`src/rtl/alu_pkg.sv`:
```
// -----------------------------------------------------------------------------
// alu_pkg
//   Shared definitions for the ALU operand-issue stage and the ALU units it
//   feeds.
//   - ALU_OP_W      : default opcode width
//   - OP_*          : opcode values presented on in_op / out_op
//   - stage_state_t : occupancy state of the operand-stage skid buffer
// -----------------------------------------------------------------------------
package alu_pkg;

  localparam int ALU_OP_W = 4;

  localparam logic [ALU_OP_W-1:0] OP_AND = 4'd0;
  localparam logic [ALU_OP_W-1:0] OP_OR  = 4'd1;
  localparam logic [ALU_OP_W-1:0] OP_XOR = 4'd2;
  localparam logic [ALU_OP_W-1:0] OP_ADD = 4'd3;
  localparam logic [ALU_OP_W-1:0] OP_SUB = 4'd4;

  // EMPTY: no live entry; ONE: main slot live; FULL: main and skid slots live
  typedef enum logic [1:0] {
    EMPTY = 2'd0,
    ONE   = 2'd1,
    FULL  = 2'd2
  } stage_state_t;

endpackage

```
`src/rtl/alu_operand_stage_if.sv`:
```
// -----------------------------------------------------------------------------
// alu_operand_stage_if
//   Bundles the decode-side and ALU-side signals of the operand-issue stage.
//
//   Handshake rule (both sides): a transfer happens on a rising clk edge where
//   valid and ready are both 1. A producer holding valid=1 keeps its payload
//   stable until the transfer; ready never depends combinationally on valid
//   of the same side.
//
//   Signals
//     in_valid/in_ready, in_op, in_a, in_b  : decode -> stage
//     out_valid/out_ready, input1, input2,
//     out_op                                 : stage -> ALU
//     issue_cnt                              : count of ALU-side transfers
//   Modports
//     master : environment side (decode + ALU/writeback)
//     slave  : the operand stage itself
// -----------------------------------------------------------------------------
interface alu_operand_stage_if #(
  parameter int width = 32,
  parameter int OP_W  = 4,
  parameter int CNT_W = 16
);

  logic              in_valid;
  logic              in_ready;
  logic [OP_W-1:0]   in_op;
  logic [width-1:0]  in_a;
  logic [width-1:0]  in_b;

  logic              out_valid;
  logic              out_ready;
  logic [width-1:0]  input1;
  logic [width-1:0]  input2;
  logic [OP_W-1:0]   out_op;

  logic [CNT_W-1:0]  issue_cnt;

  modport master (
    output in_valid, in_op, in_a, in_b, out_ready,
    input  in_ready, out_valid, input1, input2, out_op, issue_cnt
  );

  modport slave (
    input  in_valid, in_op, in_a, in_b, out_ready,
    output in_ready, out_valid, input1, input2, out_op, issue_cnt
  );

endinterface

```
`src/rtl/alu_operand_slot.sv`:
```
// -----------------------------------------------------------------------------
// alu_operand_slot
//   One {op, a, b} holding register with load enable and asynchronous
//   active-high reset to zero. Used as both the main and the skid slot of the
//   operand stage.
//
//   Ports
//     clk, rst          : clock, async active-high reset
//     load              : capture d_* on the next rising edge
//     d_op, d_a, d_b    : data to capture
//     q_op, q_a, q_b    : held data
// -----------------------------------------------------------------------------
module alu_operand_slot #(
  parameter int width = 32,
  parameter int OP_W  = 4
) (
  input  logic             clk,
  input  logic             rst,
  input  logic             load,
  input  logic [OP_W-1:0]  d_op,
  input  logic [width-1:0] d_a,
  input  logic [width-1:0] d_b,
  output logic [OP_W-1:0]  q_op,
  output logic [width-1:0] q_a,
  output logic [width-1:0] q_b
);

  always_ff @(posedge clk or posedge rst) begin
    if (rst) begin
      q_op <= '0;
      q_a  <= '0;
      q_b  <= '0;
    end else if (load) begin
      q_op <= d_op;
      q_a  <= d_a;
      q_b  <= d_b;
    end
  end

endmodule

```
`src/rtl/alu_operand_stage.sv`:
```
// -----------------------------------------------------------------------------
// alu_operand_stage
//   Operand-issue stage in front of the ALU units. Accepts {opcode, A, B} from
//   decode, holds up to two operations in a main + skid slot pair, and drives
//   input1/input2/out_op to the ALU in strict FIFO order. A synchronous flush
//   discards everything buffered; issue_cnt counts ALU-side transfers and is
//   only cleared by reset.
//
//   Ports
//     clk        : rising-edge clock
//     rst        : asynchronous, active-high reset
//     flush      : synchronous discard of all buffered entries
//     bus        : handshake/data bundle (slave modport)
//     fsm_state  : current occupancy state, for observation
//
//   in_ready and out_valid are decoded from the state register alone, so there
//   is no combinational path from out_ready to in_ready, and an asynchronous
//   reset drops out_valid / raises in_ready without waiting for a clock edge.
// -----------------------------------------------------------------------------
module alu_operand_stage
  import alu_pkg::*;
#(
  parameter int width = 32,
  parameter int OP_W  = ALU_OP_W,
  parameter int CNT_W = 16
) (
  input  logic                 clk,
  input  logic                 rst,
  input  logic                 flush,
  alu_operand_stage_if.slave   bus,
  output stage_state_t         fsm_state
);

  stage_state_t state_q;
  stage_state_t state_d;

  logic accept;
  logic issue;
  logic stage_in_ready;
  logic stage_out_valid;

  // slot control, produced by the output process
  logic main_load;
  logic skid_load;
  logic main_from_skid;

  logic [OP_W-1:0]  main_d_op;
  logic [width-1:0] main_d_a;
  logic [width-1:0] main_d_b;

  logic [OP_W-1:0]  main_op;
  logic [width-1:0] main_a;
  logic [width-1:0] main_b;
  logic [OP_W-1:0]  skid_op;
  logic [width-1:0] skid_a;
  logic [width-1:0] skid_b;

  logic [CNT_W-1:0] issue_cnt_q;

  // ready/valid come straight from the state register
  assign stage_in_ready  = (state_q != FULL);
  assign stage_out_valid = (state_q != EMPTY);

  assign accept = bus.in_valid & stage_in_ready;
  assign issue  = stage_out_valid & bus.out_ready;

  // ---------------------------------------------------------------------------
  // State register
  // ---------------------------------------------------------------------------
  always_ff @(posedge clk or posedge rst) begin
    if (rst) begin
      state_q <= EMPTY;
    end else begin
      state_q <= state_d;
    end
  end

  // ---------------------------------------------------------------------------
  // Next-state logic; flush wins over any same-cycle accept
  // ---------------------------------------------------------------------------
  always_comb begin
    state_d = state_q;
    if (flush) begin
      state_d = EMPTY;
    end else begin
      unique case (state_q)
        EMPTY: if (accept) state_d = ONE;
        ONE: begin
          if (accept && !issue) begin
            state_d = FULL;
          end else if (!accept && issue) begin
            state_d = EMPTY;
          end
        end
        FULL:  if (issue) state_d = ONE;
        default: state_d = EMPTY;
      endcase
    end
  end

  // ---------------------------------------------------------------------------
  // Output logic: slot load enables. Slots load only on an accept or on the
  // skid->main move; on flush nothing loads since the contents are discarded.
  // ---------------------------------------------------------------------------
  always_comb begin
    main_load      = 1'b0;
    skid_load      = 1'b0;
    main_from_skid = 1'b0;
    if (!flush) begin
      unique case (state_q)
        EMPTY: main_load = accept;
        ONE: begin
          // head leaves this cycle: the new entry replaces it directly
          main_load = accept & issue;
          // head stays: the new entry queues behind it
          skid_load = accept & ~issue;
        end
        FULL: begin
          main_load      = issue;
          main_from_skid = issue;
        end
        default: begin
          main_load      = 1'b0;
          skid_load      = 1'b0;
          main_from_skid = 1'b0;
        end
      endcase
    end
  end

  // main slot takes either fresh decode data or the queued skid entry
  always_comb begin
    main_d_op = bus.in_op;
    main_d_a  = bus.in_a;
    main_d_b  = bus.in_b;
    if (main_from_skid) begin
      main_d_op = skid_op;
      main_d_a  = skid_a;
      main_d_b  = skid_b;
    end
  end

  alu_operand_slot #(
    .width (width),
    .OP_W  (OP_W)
  ) u_main_slot (
    .clk  (clk),
    .rst  (rst),
    .load (main_load),
    .d_op (main_d_op),
    .d_a  (main_d_a),
    .d_b  (main_d_b),
    .q_op (main_op),
    .q_a  (main_a),
    .q_b  (main_b)
  );

  alu_operand_slot #(
    .width (width),
    .OP_W  (OP_W)
  ) u_skid_slot (
    .clk  (clk),
    .rst  (rst),
    .load (skid_load),
    .d_op (bus.in_op),
    .d_a  (bus.in_a),
    .d_b  (bus.in_b),
    .q_op (skid_op),
    .q_a  (skid_a),
    .q_b  (skid_b)
  );

  // ---------------------------------------------------------------------------
  // Issue counter: counts every ALU-side transfer, including one that lands in
  // the same cycle as a flush; wraps naturally.
  // ---------------------------------------------------------------------------
  always_ff @(posedge clk or posedge rst) begin
    if (rst) begin
      issue_cnt_q <= '0;
    end else if (issue) begin
      issue_cnt_q <= issue_cnt_q + 1'b1;
    end
  end

  assign bus.in_ready  = stage_in_ready;
  assign bus.out_valid = stage_out_valid;
  assign bus.input1    = main_a;
  assign bus.input2    = main_b;
  assign bus.out_op    = main_op;
  assign bus.issue_cnt = issue_cnt_q;
  assign fsm_state     = state_q;

endmodule

```
`src/flat_wrapper.sv`:
```
// flat-port wrapper written by rule: the top's interface ports become plain ports
module alu_operand_stage_flat import alu_pkg::*;
#(
  parameter int width = 32,
  parameter int OP_W  = ALU_OP_W,
  parameter int CNT_W = 16
)
  (clk, rst, flush, fsm_state, bus_in_valid, bus_in_op, bus_in_a, bus_in_b, bus_out_ready, bus_in_ready, bus_out_valid, bus_input1, bus_input2, bus_out_op, bus_issue_cnt);
  alu_operand_stage_if #(.width(width), .OP_W(OP_W), .CNT_W(CNT_W)) bus_i ();
  input  logic clk;
  input  logic rst;
  input  logic flush;
  output stage_state_t fsm_state;
  input wire logic [$bits(bus_i.in_valid)-1:0] bus_in_valid;
  input wire logic [$bits(bus_i.in_op)-1:0] bus_in_op;
  input wire logic [$bits(bus_i.in_a)-1:0] bus_in_a;
  input wire logic [$bits(bus_i.in_b)-1:0] bus_in_b;
  input wire logic [$bits(bus_i.out_ready)-1:0] bus_out_ready;
  output wire logic [$bits(bus_i.in_ready)-1:0] bus_in_ready;
  output wire logic [$bits(bus_i.out_valid)-1:0] bus_out_valid;
  output wire logic [$bits(bus_i.input1)-1:0] bus_input1;
  output wire logic [$bits(bus_i.input2)-1:0] bus_input2;
  output wire logic [$bits(bus_i.out_op)-1:0] bus_out_op;
  output wire logic [$bits(bus_i.issue_cnt)-1:0] bus_issue_cnt;
  assign bus_i.in_valid = bus_in_valid;
  assign bus_i.in_op = bus_in_op;
  assign bus_i.in_a = bus_in_a;
  assign bus_i.in_b = bus_in_b;
  assign bus_i.out_ready = bus_out_ready;
  assign bus_in_ready = bus_i.in_ready;
  assign bus_out_valid = bus_i.out_valid;
  assign bus_input1 = bus_i.input1;
  assign bus_input2 = bus_i.input2;
  assign bus_out_op = bus_i.out_op;
  assign bus_issue_cnt = bus_i.issue_cnt;
  alu_operand_stage #(.width(width), .OP_W(OP_W), .CNT_W(CNT_W)) u_core (.clk(clk), .rst(rst), .flush(flush), .bus(bus_i), .fsm_state(fsm_state));
endmodule
```
`config.mk`:
```
export PLATFORM = sky130hd
export DESIGN_NAME = alu_operand_stage_flat
export DESIGN_NICKNAME = d
export VERILOG_FILES = /design/src/rtl/alu_pkg.sv /design/src/rtl/alu_operand_stage_if.sv /design/src/rtl/alu_operand_slot.sv /design/src/rtl/alu_operand_stage.sv /design/src/flat_wrapper.sv
export SDC_FILE = /design/constraint.sdc
export NUM_CORES = 1
export LEC_CHECK = 0
export CORE_MARGIN = 5
export CORE_UTILIZATION = 37
export DETAILED_ROUTE_END_ITERATION = 10
export SKIP_LAST_GASP = 1
export SLEW_MARGIN = 20
export SYNTH_ARGS = -nofsm -noshare
export SYNTH_HDL_FRONTEND = slang
export SYNTH_SLANG_ARGS = --single-unit
```
`constraint.sdc`:
```
create_clock -name clk -period 5.5 [get_ports clk]
set_input_delay 0.825 -clock clk [delete_from_list [all_inputs] [get_ports clk]]
set_output_delay 0.825 -clock clk [all_outputs]
set_load 0.01 [all_outputs]
```
==> results of run 1 <==
-- worst max-delay path, cell delays in order --
cell	delay, ns
clkdlybuf4s50_1	0.61
nand3b_1	0.25
nor2_4	0.76
buf_12	0.34
mux2_2	0.37
mux2_2	0.27
-- worst min path at each step --
stage,from,to,cells past startpoint
after global placement,u_core.bus.issue_cnt[15],u_core.bus.issue_cnt[15],1
after CTS,u_core.bus.issue_cnt[15],u_core.bus.issue_cnt[15],1
final,u_core.bus.issue_cnt[15],u_core.bus.issue_cnt[15],1
after floorplan,u_core.u_skid_slot.q_a[26],u_core.u_skid_slot.q_a[26],1
after detailed placement,u_core.bus.issue_cnt[15],u_core.bus.issue_cnt[15],1
after global routing,u_core.bus.issue_cnt[15],u_core.bus.issue_cnt[15],1
-- metal layers --
layer / share of wire, % / up-vias
met5: 0.089 / -
met4: 1.2 / 2
met3: 5.4 / 16
met2: 46 / 108
met1: 47 / 2106
li1: - / 1896
-- cell type report --
| cell class | count | area share [%] |
|---|---|---|
| well taps | 229 | 3.12 |
| multi-input cells | 262 | 29.5 |
| inverters | 3 | 0.177 |
| flip-flops and latches | 154 | 41.9 |
| repair buffers | 166 | 18.3 |
| clock inverters | 13 | 2.08 |
| clock buffers | 19 | 4.93 |
-- sequential cells by signal, indices dropped and copies added (netlist names) --
register                 flops
u_core.u_main_slot.q_a      32
u_core.u_main_slot.q_b      32
u_core.u_skid_slot.q_a      32
u_core.u_skid_slot.q_b      32
u_core.bus.issue_cnt        16
u_core.u_main_slot.q_op      4
u_core.u_skid_slot.q_op      4
u_core.fsm_state             2
-- power by group through the flow --
stage	Sequential [mW]	Combinational (mW)	Clock (mW)
after floorplan	1.58	0.312	0
after global placement	1.56	0.710	0
after detailed placement	1.57	0.731	0
after CTS	1.55	0.733	1.29
after global routing	1.58	0.780	1.34
final	1.55	0.720	1.25
-- kinds of logic after synthesis --
family                   after synthesis  synth area share [%]
AO/OA/AOI/OAI                          5                 0.618
XOR/XNOR                              16                  2.10
adder cells (fa/ha/maj)                1                 0.187
buffers and inverters                 24                  2.13
flip-flops                           154                  57.6
multiplexers                         205                  34.5
AND/OR/NAND/NOR                       35                  2.79
-- through the flow --
step / hold WS, ns / worst slack (ns) / cells / total power [mW]
after detailed placement: 0.473 / 1.80 / 813 / 2.30
after floorplan: 0.474 / 0.525 / 440 / 1.90
final: 0.474 / 2.35 / 846 / 3.53
after global routing: 0.491 / 2.22 / 846 / 3.70
after CTS: 0.481 / 2.24 / 845 / 3.58
after global placement: 0.459 / 1.84 / 813 / 2.27
-- placed cells by master (no fill, tap or decap) --
cell,count
a21oi_4,1
nand4_1,4
nand2_1,5
nand4bb_1,1
and3_1,2
xor2_1,5
nand2b_1,2
clkinvlp_4,3
or2_2,2
nand3b_1,1
o21a_1,1
mux2_1,2
o211ai_1,1
inv_1,2
nor4_1,1
o211a_1,1
clkdlybuf4s50_1,160
a21boi_0,1
nor2_4,1
mux2_2,203
nand3_1,4
and2_1,1
clkinv_2,1
nor2b_1,2
bufinv_16,4
clkinv_4,3
buf_4,4
inv_6,3
clkbuf_16,17
ha_1,1
dfrtp_1,154
nor2_1,8
nand3_4,1
xnor2_1,11
clkbuf_8,2
buf_12,1
buf_16,1
==> results.toml, run 1 <==
[run_status]
status = "complete, no violations"

[synth]
synth_area_per_cell_um2 = 15.2
ys_types = 28
synth_edf_count = 0
synth_most_common_cell = "mux2_2"
ys_ff_latch = 154
yosysTopAreaCell = "dfrtp_1"
synth-main-ff-cell = "dfrtp_1"
seq_area_frac_synth_pct = 57.6
synth_top_area_share_pct = 57.6
syn-instance-count = 440
synth_common_cells = "mux2_2, dfrtp_1, buf_2"
ys_warn_count = 0
post_synth_main_area_contributors = "dfrtp_1, mux2_2, xnor2_1"
syn_nets = 514
syn-cell-area_um2 = 6690
async_flop_share_pct = 100

[power]
intPower_mw = 2.66
ir_drop_mv = 0.207
seqPwrFrac_pct = 44.0
p_sw_mw = 0.866
netSwitchingFraction_pct = 24.6
power.density_nw_per_um2 = 383
p_clk_share_pct = 35.6
comb_power_share_pct = 20.4
p_leak_nw = 3.82

[layout]
fill_cells = 1535
final_nets = 678
n_antenna_cell = 0
syn2layout_area_growth_pct = 37.5
fin_area_um2 = 9190
finish.utilization_pct = 51.4
drive_above_1_share_pct = 40.0
multi_input_area_um2 = 2710
seqCellArea_um2 = 3850

[route]
drc = 0
routedWlPerCell_um = 17.2
vias = 4128
routed_via_density = 4.88
drt-pass1-iter-count = 4
drt_iter0_markers = 121
ant_nets = 0
routed_wl_um = 14500

[die]
core_area_um2 = 17900
start_util_pct = 37.3
ios = 161
fp.dieH_um = 144
design.die.area_um2 = 20900
placementRows = 49
die-width_um = 144

[sta]
skew_ns = 0.00676
hold_viol_final = 0
finalCritPeriodShare_pct = 57.2
finalSetupViolCount = 0
max-slew-margin-rel_pct = 26.6
fmax_mhz = 318
tightest_slew_ns = 1.10
period_minus_slack_ns = 3.15
rsz0062_at_grt = "false"
drv_slew = 0
setup_tns_ns = 0

[worst_setup_path]
r2r-end = "u_core.u_main_slot.q_a[3]"
startpoint = "bus_out_ready"
crit_required_ns = 5.80
r2r_cells = 5
r2r_start = "u_core.fsm_state[0]"
setup.worst_path.end = "u_core.u_main_slot.q_a[3]"
cp-start-kind = "primary input"
worst-path-max-fanout = 41
r2r_slack_ns = 2.80
crit_type = "primary input to flip-flop"
cp-end-kind = "flip-flop"
worstPathArrival_ns = 3.45

[place]
dp_hpwl_um = 9730
port_buffers = 160
placed_area_um2 = 8520
place_congestion = 0.753

[global_routing]
grtUsageMet1_pct = 19.5
grtUsageMet2_pct = 22.8
grtUsageTotal_pct = 14.5
grt_max_degree = 82
grt_pass1_wl_um = 23700
use_met3_pct = 3.77
busiest_layer = "met2"
grt_pass1_vias = 4555
grt_remaining_overflow = 0
antenna_found_initial = 1

[clock_tree]
clkLatencyLatePin_ns = 0.42
clockBufferDepth = 2
cts_buffers = 17
htree_levels = 4
clk_pin_slew_ns = 0.07
cts_tree = "yes"
ctsResizeCount = 0
cts_hold_buffers = 0
cts_setup_buffers = 0
cts_sinks = 154
clockRootBuffer = "clkbuf_16"

[min_path]
hp-class = "flip-flop to flip-flop"

[flow_run]
maxCapViolCount = 0
No activity file was read; power rests on OpenSTA's default activity.
==> run 2, diff against run 1 <==
==> constraint.sdc (replaced) <==
create_clock -name clk -period 2.8 [get_ports clk]
set_input_delay 0.42 -clock clk [delete_from_list [all_inputs] [get_ports clk]]
set_output_delay 0.42 -clock clk [all_outputs]
set_load 0.01 [all_outputs]
==> run 2 against run 1 <==
Via count hardly changed. Total power is 86% higher. Register-to-register slack worse by 2.1 ns. Non-clock buffer count is 1 higher. Design area is 0.59% lower. Sequential share of layout area is 0.25 points higher. Cell count stayed put. First-iteration DRC count is 2.5% lower. Worst setup slack worse by 1.7 ns. Core utilization is 0.30 points lower. Wire length is 1.5% lower. Global-route usage is 0.21 points lower. Critical path type is now flip-flop to output port.
==> results.toml, run 2 (synthesized netlist as in run 1, its figures left out) <==
[sta]
skew_ns = 0.00782
setup_tns_ns = 0
drv_slew = 0
fmax_mhz = 461
tightest_slew_ns = 0.822
finalSetupViolCount = 0
hold_viol_final = 0
period_minus_slack_ns = 2.17
max-slew-margin-rel_pct = 45.2
rsz0062_at_grt = "false"
finalCritPeriodShare_pct = 77.4

[global_routing]
grt_remaining_overflow = 0
antenna_found_initial = 0
grt_max_degree = 155
grt_pass1_wl_um = 23100
grt_pass1_vias = 4449
grtUsageTotal_pct = 14.3

[route]
routed_wl_um = 14300
ant_nets = 0
vias = 4125
drc = 0
drt-pass1-iter-count = 4
routedWlPerCell_um = 16.9
drt_iter0_markers = 118
routed_via_density = 4.88

[clock_tree]
clockBufferDepth = 2
ctsResizeCount = 0
htree_levels = 4
clkLatencyLatePin_ns = 0.41
cts_sinks = 154
cts_buffers = 17
clk_pin_slew_ns = 0.06
cts_tree = "yes"
cts_setup_buffers = 0
clockRootBuffer = "clkbuf_16"
cts_hold_buffers = 0

[layout]
final_nets = 679
syn2layout_area_growth_pct = 36.7
multi_input_area_um2 = 2710
n_antenna_cell = 0
layout_common_cells = "mux2_2, clkdlybuf4s50_1, dfrtp_1"
layout.cells.non_filler = 846
fill_cells = 1558
layout_commonest_cell = "mux2_2"
seqCellArea_um2 = 3850
finish.utilization_pct = 51.1
drive_above_1_share_pct = 39.1

[power]
p_leak_nw = 3.80
power_mw = 6.57
intPower_mw = 4.95
comb_power_share_pct = 21.6
netSwitchingFraction_pct = 24.7
ir_drop_mv = 0.430
p_sw_mw = 1.62
power.density_nw_per_um2 = 718
seqPwrFrac_pct = 46.3
p_clk_share_pct = 32.2

[flow_run]
maxCapViolCount = 0

[worst_setup_path]
crit_type = "flip-flop to output port"
crit_required_ns = 2.38
cp-end-kind = "output port"
crit_chain = "or2_2 > clkdlybuf4s50_1"
worstPathArrival_ns = 1.75
worst-path-max-fanout = 9
cpPeakStageDelay_ns = 0.49
critPathTopFamily = "flip-flops"
cp-start-kind = "flip-flop"
cp_num_buf_inv = 1
cp_slowest_cell = "dfrtp_1"

[die]
design.die.area_um2 = 20900
core_area_um2 = 17900
fp.dieH_um = 144
start_util_pct = 37.3
ios = 161
placementRows = 49
die-width_um = 144

[place]
place_congestion = 0.740
port_buffers = 160
dp_hpwl_um = 9590
dp_cells = 815

[min_path]
hp-class = "flip-flop to flip-flop"

[run_status]
status = "complete, no violations"
-- run 2: stage by stage --
stage / instance area, um2 / worst slack, ns / hold WS (ns)
final: 9140 / 0.632 / 0.477
after global routing: 9140 / 0.542 / 0.499
after CTS: 9140 / 0.592 / 0.483
after detailed placement: 8600 / 0.257 / 0.467
after global placement: 8600 / 0.311 / 0.459
after floorplan: 6690 / 0.435 / 0.474
-- run 2: path summary, 6_finish.rpt --
kind	from	end	slack [ns]	cells past startpoint
setup reg to reg	u_core.fsm_state[0]	u_core.u_main_slot.q_b[16]	0.70	5
min in group asynchronous	rst	u_core.u_skid_slot.q_b[14]	0.61	3
hold reg to reg	u_core.bus.issue_cnt[15]	u_core.bus.issue_cnt[15]	0.48	1
setup / recovery	u_core.fsm_state[0]	bus_out_valid	0.63	2
max in group asynchronous	rst	u_core.u_main_slot.q_a[14]	1.59	3
hold / removal	u_core.bus.issue_cnt[15]	u_core.bus.issue_cnt[15]	0.48	1
-- run 2: per-layer routing --
layer / vias to the layer above / global-route usage (%) / part of all wire (%)
met5: - / 0 / 0
met4: 0 / 3.98 / 0.99
met3: 16 / 4.76 / 6.4
met2: 106 / 22.4 / 47
met1: 2091 / 19.0 / 45
li1: 1912 / - / -
-- run 2: final cells by class --
class,count,area share (%)
Clock inverter,6,0.726
Clock buffer,25,5.20
Tap cell,229,3.13
Inverter,3,0.164
Sequential cell,154,42.2
Multi-Input combinational cell,262,29.7
Timing Repair Buffer,167,18.9
-- run 2: power by group through the flow --
| stage | sequential [mW] | clock (mW) | combinational, mW |
|---|---|---|---|
| after floorplan | 3.11 | 0 | 0.613 |
| after global placement | 3.05 | 0 | 1.41 |
| after detailed placement | 3.08 | 0 | 1.44 |
| after CTS | 3.04 | 2.18 | 1.45 |
| after global routing | 3.11 | 2.28 | 1.54 |
| final | 3.04 | 2.11 | 1.42 |
